**src/rtl/uart_fifo_tx.sv**
```systemverilog
// uart_fifo_tx
//   UART transmitter that drains a synchronous byte FIFO through its read
//   port and serializes each byte as a start bit, 8 data bits (LSB first),
//   an optional parity bit and 1 or 2 stop bits.
//
// Parameters
//   CLKS_PER_BIT  clock cycles per serial bit (2..65535)
//   PARITY        0 none, 1 even, 2 odd
//   STOP_BITS     1 or 2
//
// Ports
//   clk_i               system clock, rising edge
//   reset_i             asynchronous reset, active low
//   tx_enable_i         allows a new frame to start (sampled in IDLE only)
//   fifo_empty_i        FIFO empty flag
//   fifo_read_enable_o  single-cycle pop request
//   fifo_read_data_i    FIFO read data, valid with fifo_read_valid_i
//   fifo_read_valid_i   read-data valid, one cycle after the pop
//   tx_o                registered serial output, idles high
//   busy_o              high whenever the FSM is not in IDLE
module uart_fifo_tx #(
  parameter int CLKS_PER_BIT = 434,
  parameter int PARITY       = 0,
  parameter int STOP_BITS    = 1
) (
  input  logic       clk_i,
  input  logic       reset_i,
  input  logic       tx_enable_i,
  input  logic       fifo_empty_i,
  output logic       fifo_read_enable_o,
  input  logic [7:0] fifo_read_data_i,
  input  logic       fifo_read_valid_i,
  output logic       tx_o,
  output logic       busy_o
);

  localparam int              CW        = (CLKS_PER_BIT > 1) ? $clog2(CLKS_PER_BIT) : 1;
  localparam logic [CW-1:0]   BAUD_LAST = CW'(CLKS_PER_BIT - 1);
  localparam logic [2:0]      STOP_LAST = 3'(STOP_BITS - 1);

  typedef enum logic [2:0] {
    S_IDLE, S_WAIT, S_START, S_DATA, S_PARITY, S_STOP
  } state_t;

  state_t          r_state, w_next;
  logic [CW-1:0]   r_baud;
  logic [2:0]      r_bit;
  logic [7:0]      r_shift;
  logic            r_par;
  logic            r_tx;
  logic            w_tick;
  logic            w_pop;

  assign w_tick = (r_baud == BAUD_LAST);

  always_ff @(posedge clk_i or negedge reset_i) begin
    if (!reset_i) r_state <= S_IDLE;
    else          r_state <= w_next;
  end

  // Next state and pop request. The pop is gated by reset_i directly so it
  // drops the instant reset asserts, not only after the state register clears.
  always_comb begin
    w_next = r_state;
    w_pop  = 1'b0;
    case (r_state)
      S_IDLE: begin
        w_pop = tx_enable_i && !fifo_empty_i && reset_i;
        if (w_pop) w_next = S_WAIT;
      end
      // No data means the empty flag lagged the last pop; drop back quietly.
      S_WAIT:   w_next = fifo_read_valid_i ? S_START : S_IDLE;
      S_START:  if (w_tick) w_next = S_DATA;
      S_DATA:   if (w_tick && r_bit == 3'd7) w_next = (PARITY != 0) ? S_PARITY : S_STOP;
      S_PARITY: if (w_tick) w_next = S_STOP;
      S_STOP:   if (w_tick && r_bit == STOP_LAST) w_next = S_IDLE;
      default:  w_next = S_IDLE;
    endcase
  end

  // Datapath. r_tx is loaded with the value of the bit about to begin, so
  // the line changes exactly on the bit boundary edge. r_bit counts data bits
  // and is reused as the stop-bit counter (it wraps 7 -> 0 leaving DATA).
  always_ff @(posedge clk_i or negedge reset_i) begin
    if (!reset_i) begin
      r_baud  <= '0;
      r_bit   <= '0;
      r_shift <= '0;
      r_par   <= 1'b0;
      r_tx    <= 1'b1;
    end else begin
      case (r_state)
        S_IDLE: r_tx <= 1'b1;
        S_WAIT: begin
          if (fifo_read_valid_i) begin
            r_shift <= fifo_read_data_i;
            r_par   <= (PARITY == 2) ? ~^fifo_read_data_i : ^fifo_read_data_i;
            r_baud  <= '0;
            r_bit   <= '0;
            r_tx    <= 1'b0;
          end
        end
        S_START: begin
          if (w_tick) begin
            r_baud <= '0;
            r_tx   <= r_shift[0];
          end else r_baud <= r_baud + CW'(1);
        end
        S_DATA: begin
          if (w_tick) begin
            r_baud  <= '0;
            r_bit   <= r_bit + 3'd1;
            r_shift <= {1'b0, r_shift[7:1]};
            if (r_bit == 3'd7) r_tx <= (PARITY != 0) ? r_par : 1'b1;
            else               r_tx <= r_shift[1];
          end else r_baud <= r_baud + CW'(1);
        end
        S_PARITY: begin
          if (w_tick) begin
            r_baud <= '0;
            r_tx   <= 1'b1;
          end else r_baud <= r_baud + CW'(1);
        end
        S_STOP: begin
          if (w_tick) begin
            r_baud <= '0;
            r_bit  <= r_bit + 3'd1;
          end else r_baud <= r_baud + CW'(1);
        end
        default: r_tx <= 1'b1;
      endcase
    end
  end

  assign fifo_read_enable_o = w_pop;
  assign tx_o               = r_tx;
  assign busy_o             = (r_state != S_IDLE);

endmodule
```
**config.mk**
```make
export PLATFORM = sky130hd
export DESIGN_NAME = uart_fifo_tx
export DESIGN_NICKNAME = d
export VERILOG_FILES = /design/src/rtl/uart_fifo_tx.sv
export SDC_FILE = /design/constraint.sdc
export NUM_CORES = 1
export LEC_CHECK = 0
export ABC_CLOCK_PERIOD_IN_PS = 2200
export CAP_MARGIN = 5
export CELL_PAD_IN_SITES_DETAIL_PLACEMENT = 0
export CELL_PAD_IN_SITES_GLOBAL_PLACEMENT = 1
export CORE_MARGIN = 5
export CORE_UTILIZATION = 43
export DETAILED_ROUTE_END_ITERATION = 10
export PLACE_DENSITY_LB_ADDON = 0.1
export REMOVE_ABC_BUFFERS = 1
export SETUP_SLACK_MARGIN = 0.5
export SLEW_MARGIN = 0
export SYNTH_ARGS = -nofsm -noshare
export SYNTH_HDL_FRONTEND = slang
export SYNTH_SLANG_ARGS = --single-unit
```
**constraint.sdc**
```tcl
create_clock -name clk_i -period 2.2 [get_ports clk_i]
set_clock_uncertainty 0.2 [all_clocks]
set_input_delay 0.33 -clock clk_i [delete_from_list [all_inputs] [get_ports clk_i]]
set_output_delay 0.33 -clock clk_i [all_outputs]
set_load 0.02 [all_outputs]
```
==> summary.json, run 1 <==
{
  "run_status": {
    "result_of_the_run": "completed"
  },
  "route": {
    "routed_wl_um": 3516,
    "wire_per_inst_um": 15.22,
    "drc": 0,
    "initialDrtViolationCount": 77,
    "vias_per_cell": 5.576,
    "routed-via-count": 1288,
    "final_antenna_net_count": 0,
    "total_iterations_of_the_first_detailed_routing_run": 4
  },
  "logic_synthesis": {
    "synthTopCellsByArea": "dfrtp_1 39%, mux2_2 11%, o21ai_0 5.8%",
    "synth_enable_flop_cells": 0,
    "netlist-cell-type-count": 42,
    "ys_async_sr_fraction_pct": 100.0,
    "synthesized_area_divided_by_synthesized_cell_count_sq_um": 9.579,
    "post-synth-top-area-fraction_pct": 39.02,
    "mappedNetlistArea_sq_mm": 0.001475,
    "synth.most_common_cell": "dfrtp_1",
    "synthesized_instance_count": 154,
    "synth.largest_area_cell": "dfrtp_1",
    "synth_top_flop_cell": "dfrtp_1",
    "synth.ff_latch_count": 24,
    "synth-seq-area-share_pct": 40.80,
    "synth_commonest_cells": "23 x dfrtp_1, 17 x nand2_1, 17 x o21ai_0, 14 x mux2_2",
    "yosys_warnings": 0
  },
  "cells_and_area": {
    "area.growth.synth_to_final_pct": 37.57,
    "num-fill-cells": 304,
    "final_layout_size_suffix_gt1_share_pct": 42.16,
    "num-nets-final": 204,
    "insertedDiodeCount": 0
  },
  "clocking": {
    "cts_root_buf": "clkbuf_4",
    "cts_max_level": 1,
    "insertion_delay_ps": 330,
    "clock_sinks": 24,
    "post_cts_hold_buffer_count": 0,
    "cts-root-to-sink-buffers": 2,
    "cts_inserted_buffers": 3,
    "clock_pin_slew_of_the_registers_on_the_worst_case_setup_and_hold_paths_ps": 150,
    "cts_tree": "built"
  },
  "placed_design": {
    "io_buffers": 15,
    "detailed_place_hpwl_um": 2298,
    "finalWeightedCongestion": 0.7685
  },
  "grt": {
    "grt_pass1_vias": 1278,
    "grt_first_pass_wirelength_um": 5858,
    "grt_util_overall_pct": 16.43,
    "globalRoute.totalOverflow": 0,
    "grt_start_max_net_pins": 25,
    "antenna_found_initial": 0
  },
  "min_path": {
    "min-delay-path-class": "input pin to asynchronous set/reset pin"
  },
  "critical_path": {
    "r2r_path_end": "r_shift[4]$_DFFE_PN0P_",
    "reg2reg_depth": 7,
    "setup.reg_to_reg.worst_slack_ps": 270,
    "setup.worst_path.end": "r_shift[4]$_DFFE_PN0P_",
    "crit_start": "r_baud[1]$_DFFE_PN0P_",
    "timing.critical_path.buf_inv": 2,
    "crit_slowest_cell": "dfrtp_1",
    "worstPathRequired_ps": 2210,
    "worstSetupEndpointType": "flop",
    "critical_path_class": "flop to flop",
    "setup.worst_path.start_class": "flop",
    "critPathMaxFanout": 8,
    "critical_path.max_stage_delay_ps": 430,
    "worst-endpoint-arrival_ps": 1940,
    "worst_r2r_startpoint": "r_baud[1]$_DFFE_PN0P_",
    "cp_num_cells": 7,
    "crit_path_cell_trace": "inv_2, ha_4, and4bb_4, a31oi_1, nor2b_1, buf_6, mux2_4",
    "path_delay_family": "flip-flops"
  },
  "floorplanning": {
    "effective_utilization_at_floorplan_pct": 44.21,
    "fp.dieArea_sq_mm": 0.004702,
    "pin_count": 16,
    "placementRows": 21,
    "fp.dieH_um": 68.57,
    "core_region_area_sq_mm": 0.003337,
    "fp.dieW_um": 68.57
  },
  "timing": {
    "total_negative_slack_for_setup_checks_ps": 0,
    "finalSetupViolations": 0,
    "min_period_ps": 1931,
    "post-route-period-util_pct": 87.76,
    "timing.fmax_ghz": 0.5179,
    "transition_at_the_pin_with_the_smallest_max_transition_slack_ps": 309.5,
    "hold_ws_ps": 168.0,
    "final-max-slew-violation-count": 0,
    "max-slew-margin-rel_pct": 79.27,
    "unrepaired_setup_endpoints_after_global_routing": "true",
    "hold_violations": 0
  },
  "power_and_ir_drop": {
    "power-per-cell-area_mw_per_mm2": 395.8,
    "cellLeakagePower_nw": 0.8664,
    "ir_drop_mv": 0.3176
  },
  "job": {
    "timing.max_cap.violations": 0
  }
}
==> sequential cells by signal, summed over array words and instances, names as in the netlist <==
signal,flops
tx_o,1
r_shift,8
r_state,3
r_baud,9
r_bit,3
==> where the power goes <==
part / switching, W / internal [W] / total [W]
logic: 0.0000137 / 0.0000218 / 0.0000356
clock network: 0.000142 / 0.000184 / 0.000326
registers: 0 / 0.000441 / 0.000441
==> worst register-to-register path, stage by stage (launching register included) <==
cell      delay (ps)
dfrtp_1          430
inv_2             90
ha_4             120
and4bb_4         260
a31oi_1           90
nor2b_1          150
buf_6            170
mux2_4           310
==> metrics by stage <==
stage	worst slack [ps]	power [W]	util, %	cell area (sq um)	instances
floorplan	177.4	0.0004511	-	1425	146
CTS	273.2	0.0008140	57.26	1911	228
global route	208.1	0.0008304	60.82	2029	231
global placement	67.27	0.0004855	50.73	1693	215
detailed placement	58.75	0.0004857	50.73	1693	215
finish	269.2	0.0008032	60.82	2029	231
==> worst min-delay path by stage <==
stage                              to                   start  depth (start not counted)
2_1_floorplan   r_baud[0]$_DFFE_PN0P_                 reset_i                          0
3_3_place_gp   r_shift[3]$_DFFE_PN0P_  r_shift[3]$_DFFE_PN0P_                          1
3_5_place_dp   r_shift[6]$_DFFE_PN0P_  r_shift[6]$_DFFE_PN0P_                          1
4_1_cts         r_baud[2]$_DFFE_PN0P_                 reset_i                          2
5_1_grt         r_baud[6]$_DFFE_PN0P_                 reset_i                          2
6_report        r_baud[6]$_DFFE_PN0P_                 reset_i                          2
==> cell families (layout without fill, tap and decap cells) <==
kind of cell / count (synthesis) / in the layout / synth area share (%)
AO/OA/AOI/OAI: 42 / 42 / 17.73
XOR/XNOR: 3 / 3 / 1.781
adder cells (fa/ha/maj): 5 / 5 / 4.241
buffers and inverters: 14 / 45 / 4.919
flip-flops: 24 / 24 / 40.80
multiplexers: 15 / 15 / 11.37
AND/OR/NAND/NOR: 51 / 51 / 19.17
==> timing repair <==
| item | CTS | global route |
|---|---|---|
| resized for setup | 39 | 34 |
| setup buffers | 9 | 3 |
| endpoints found under the setup margin | 21 | 27 |
| pin swaps | 5 | 9 |
==> layout make-up <==
class                      count  area, sq um  share of cell area, %
clock buffer                   3        22.52                  1.110
clock inverter                 1        30.03                  1.480
inverter                       6        22.52                  1.110
multi-input combinational    116        978.4                  48.21
sequential                    24        601.8                  29.65
tap                           46        57.56                  2.836
timing repair buffer          35        316.6                  15.60
==> placed cells by master (no fill, tap or decap), drive strengths merged, types with 5 or more instances in the layout <==
master / n
a21oi: 6
a31oi: 6
buf: 23
clkdlybuf4s50: 12
dfrtp: 23
ha: 5
inv: 6
mux2: 14
nand2: 17
nand3: 5
nor2: 6
o21ai: 17
==> per-layer routing <==
| layer | vias to the layer above | wire [um] | track usage (%) |
|---|---|---|---|
| met1 | 631 | 1517 | 20.98 |
| met5 | - | 0 | 0 |
| li1 | 630 | - | - |
| met4 | 0 | 36 | 3.722 |
| met2 | 23 | 1829 | 27.65 |
| met3 | 4 | 133 | 4.376 |
Power figures use the tool's default switching activity.
==> inputs of run 2 (changes only) <==
--- a/config.mk
+++ b/config.mk
@@ -10,8 +10,9 @@
 export CELL_PAD_IN_SITES_DETAIL_PLACEMENT = 0
 export CELL_PAD_IN_SITES_GLOBAL_PLACEMENT = 1
 export CORE_MARGIN = 5
-export CORE_UTILIZATION = 43
+export CORE_UTILIZATION = 45
 export DETAILED_ROUTE_END_ITERATION = 10
+export DONT_BUFFER_PORTS = 1
 export PLACE_DENSITY_LB_ADDON = 0.1
 export REMOVE_ABC_BUFFERS = 1
 export SETUP_SLACK_MARGIN = 0.5
==> run 2 against run 1 <==
Effect of this change: fmax is 1.8% higher; worst setup slack better by 35 ps; count of clock-buffer cells in the layout is 1 higher; largest cell class unchanged; worst hold slack worse by 99 ps; critical path depth is 1 higher; sequential power hardly changed; total power is 16% lower; global-route usage is 1.3 points higher; final cell count is 1.3% lower.
==> summary.json, run 2 (synthesis results as in run 1) <==
{
  "floorplanning": {
    "fp.dieH": {"value": 67.26, "unit": "um", "change": "-1.9%"},
    "pin_count": {"value": 16, "change": "unchanged"},
    "fp.dieW": {"value": 67.26, "unit": "um", "change": "-1.9%"},
    "core_region_area": {"value": 0.003103, "unit": "sq mm", "change": "-7.0%"},
    "fp.dieArea": {"value": 0.004523, "unit": "sq mm", "change": "-3.8%"},
    "effective_utilization_at_floorplan": {"value": 47.54, "unit": "%", "change": "+3.3 points"},
    "placementRows": {"value": 20, "change": "-4.8%"}
  },
  "timing": {
    "max-slew-margin-rel": {"value": 76.55, "unit": "%", "change": "-2.7 points"},
    "final-max-slew-violation-count": {"value": 0, "change": "unchanged"},
    "timing.fmax": {"value": 0.5274, "unit": "GHz", "change": "+1.8%"},
    "post-route-worst-setup-slack": {"value": 303.9, "unit": "ps", "change": "+34.76 ps"},
    "post-route-period-util": {"value": 86.18, "unit": "%", "change": "-1.6 points"},
    "min_period": {"value": 1896, "unit": "ps", "change": "-34.76 ps"},
    "unrepaired_setup_endpoints_after_global_routing": "true",
    "total_negative_slack_for_setup_checks": {"value": 0, "unit": "ps", "change": "unchanged"},
    "hold_violations": {"value": 0, "change": "unchanged"},
    "transition_at_the_pin_with_the_smallest_max_transition_slack": {"value": 350.0, "unit": "ps", "change": "+40.55 ps"},
    "finalSetupViolations": {"value": 0, "change": "unchanged"}
  },
  "critical_path": {
    "cp_num_cells": {"value": 8, "change": "+1"},
    "setup.worst_path.start_class": "flop",
    "worstPathRequired": {"value": 2250, "unit": "ps", "change": "+40 ps"},
    "crit_slowest_cell": "dfrtp_1",
    "crit_path_cell_trace": "ha_4, and4bb_4, buf_6, buf_6, a21oi_4, buf_6, a41oi_2, a31oi_1",
    "critical_path.max_stage_delay": {"value": 450, "unit": "ps", "change": "+20 ps"},
    "worst-endpoint-arrival": {"value": 1950, "unit": "ps", "change": "about the same"},
    "path_delay_family": "flip-flops",
    "worstSetupEndpointType": "flop",
    "critical_path_class": "flop to flop",
    "crit_top_cell": "buf_6",
    "critPathMaxFanout": {"value": 6, "change": "-2"},
    "reg2reg_depth": {"value": 8, "change": "+1"},
    "timing.critical_path.buf_inv": {"value": 3, "change": "+1"}
  },
  "cells_and_area": {
    "layout_common_cells": "21 x buf_4, 19 x dfrtp_1, 14 x nand2_1",
    "area.sequential": {"value": 606.8, "unit": "sq um", "change": "+0.83%"},
    "largest-register": "r_baud",
    "num-fill-cells": {"value": 265, "change": "-13%"},
    "layout_top_registers": "r_baud: 9 flops, r_shift: 8 flops",
    "final_layout_size_suffix_gt1_share": {"value": 46.74, "unit": "%", "change": "+4.6 points"},
    "area.growth.synth_to_final_pct": 35.11,
    "multiInputGateArea": {"value": 964.7, "unit": "sq um", "change": "-1.4%"},
    "insertedDiodeCount": {"value": 0, "change": "unchanged"},
    "num-nets-final": {"value": 203, "change": "-0.49%"},
    "largest_reg_flops": {"value": 9, "change": "unchanged"},
    "mostFrequentLayoutCell": "buf_4"
  },
  "grt": {
    "grt_start_max_net_pins": {"value": 25, "change": "unchanged"},
    "grt_first_pass_wirelength": {"value": 6044, "unit": "um", "change": "+3.2%"},
    "grt_util_overall": {"value": 17.69, "unit": "%", "change": "+1.3 points"},
    "globalRoute.totalOverflow": {"value": 0, "change": "unchanged"},
    "antenna_found_initial": {"value": 0, "change": "unchanged"},
    "grt_pass1_vias": {"value": 1243, "change": "-2.7%"}
  },
  "clocking": {
    "cts_inserted_buffers": {"value": 3, "change": "unchanged"},
    "cts_tree": "built",
    "cts-root-to-sink-buffers": {"value": 2, "change": "unchanged"},
    "clock_pin_slew_of_the_registers_on_the_worst_case_setup_and_hold_paths": {"value": 140, "unit": "ps", "change": "about the same"},
    "clock_sinks": {"value": 24, "change": "unchanged"},
    "insertion_delay": {"value": 330, "unit": "ps", "change": "about the same"},
    "cts_max_level": {"value": 1, "change": "unchanged"},
    "cts_root_buf": "clkbuf_4"
  },
  "power_and_ir_drop": {
    "cellLeakagePower": {"value": 0.8720, "unit": "nW", "change": "+0.64%"},
    "ir_drop": {"value": 0.2315, "unit": "mV", "change": "-27%"},
    "power-per-cell-area": {"value": 339.0, "unit": "mW/mm^2", "change": "-14%"}
  },
  "min_path": {
    "worst_hold_path_cell_count": 2,
    "min-delay-path-class": "input pin to flop"
  },
  "placed_design": {
    "detailed_place_hpwl": {"value": 2192, "unit": "um", "change": "-4.6%"},
    "io_buffers": {"value": 0, "change": "-15"},
    "pre_cts_ws": {"value": 276.5, "unit": "ps", "change": "+217.7 ps"},
    "finalWeightedCongestion": {"value": 0.7835, "change": "+2.0%"}
  },
  "route": {
    "vias_per_cell": {"value": 5.623, "change": "+0.84%"},
    "routed-via-count": {"value": 1282, "change": "-0.47%"},
    "initialDrtViolationCount": {"value": 73, "change": "-5.2%"},
    "wire_per_inst": {"value": 17.59, "unit": "um", "change": "+16%"},
    "total_iterations_of_the_first_detailed_routing_run": {"value": 4, "change": "unchanged"},
    "routed_wl": {"value": 4011, "unit": "um", "change": "+14%"},
    "drc": {"value": 0, "change": "unchanged"},
    "final_antenna_net_count": {"value": 0, "change": "unchanged"}
  },
  "job": {
    "timing.max_cap.violations": {"value": 0, "change": "unchanged"}
  },
  "run_status": {
    "result_of_the_run": "completed"
  }
}
-- run 2: cell count changes in the layout (fill, tap and decap cells not counted), moves of 2 or more --
cell and delta:
clkdlybuf4s50_1 -12, buf_4 +6, dfrtp_1 -4, dfrtp_2 +4, o21ai_2 -4, dlygate4sd3_1 +3, o21ai_1 +3, buf_12 +2
-- run 2: cell type report --
class / count / share of cell area [%]
inverter: 6 / 1.130
timing repair buffer: 34 / 15.94
sequential: 24 / 30.45
tap: 44 / 2.762
multi-input combinational: 116 / 48.40
clock buffer: 4 / 1.318
-- run 2: repair_timing --
| action | CTS | global route |
|---|---|---|
| pin swaps | 11 | 12 |
| cloned | 1 | 0 |
| endpoints found under the setup margin | 23 | 26 |
| buffers inserted | 13 | 8 |
| hold endpoints to repair | 26 | 0 |
| resized for setup | 36 | 28 |
| hold buffers | 4 | 0 |
-- run 2: path summary, 6_finish.rpt --
check                      slack (ps)                      to              startpoint
hold reg to reg                   320  r_shift[2]$_DFFE_PN0P_  r_shift[2]$_DFFE_PN0P_
min in group asynchronous         230  r_state[1]$_DFFE_PN0P_                 reset_i
setup / recovery                  300   r_baud[6]$_DFFE_PN0P_   r_baud[0]$_DFFE_PN0P_
setup reg to reg                  300   r_baud[6]$_DFFE_PN0P_   r_baud[0]$_DFFE_PN0P_
max in group asynchronous        1350        tx_o$_DFFE_PN1P_                 reset_i
hold / removal                     70  r_shift[3]$_DFFE_PN0P_     fifo_read_data_i[3]
-- run 2: per-layer routing --
metal	track usage [%]	vias to the layer above	routed length [um]	share of wire, %
met2	29.94	32	1988	50
li1	-	621	-	-
met1	22.85	620	1789	45
met3	3.328	9	165	4.1
met4	5.316	0	67	1.7
met5	0	-	0	0
-- run 2: metrics by stage --
| stage | util, % | hold slack, ps | power [W] | std cells | area, sq um |
|---|---|---|---|---|---|
| floorplan | - | -165.6 | 0.0004511 | 146 | 1425 |
| global placement | 49.64 | -164.9 | 0.0004511 | 198 | 1540 |
| detailed placement | 49.64 | -164.9 | 0.0004512 | 198 | 1540 |
| CTS | 58.95 | 54.79 | 0.0006815 | 220 | 1829 |
| global route | 64.23 | 51.74 | 0.0007045 | 228 | 1993 |
| finish | 64.23 | 68.98 | 0.0006756 | 228 | 1993 |
-- run 2: where the power goes --
group | total [W] | switching (W) | leakage [nW] | internal, W
logic | 0.0000193 | 0.0000109 | 0.551 | 0.00000839
registers | 0.000441 | 0 | 0.306 | 0.000441
clock network | 0.000215 | 0.000144 | 0.0150 | 0.0000711
total | 0.000676 | 0.000155 | 0.872 | 0.000521
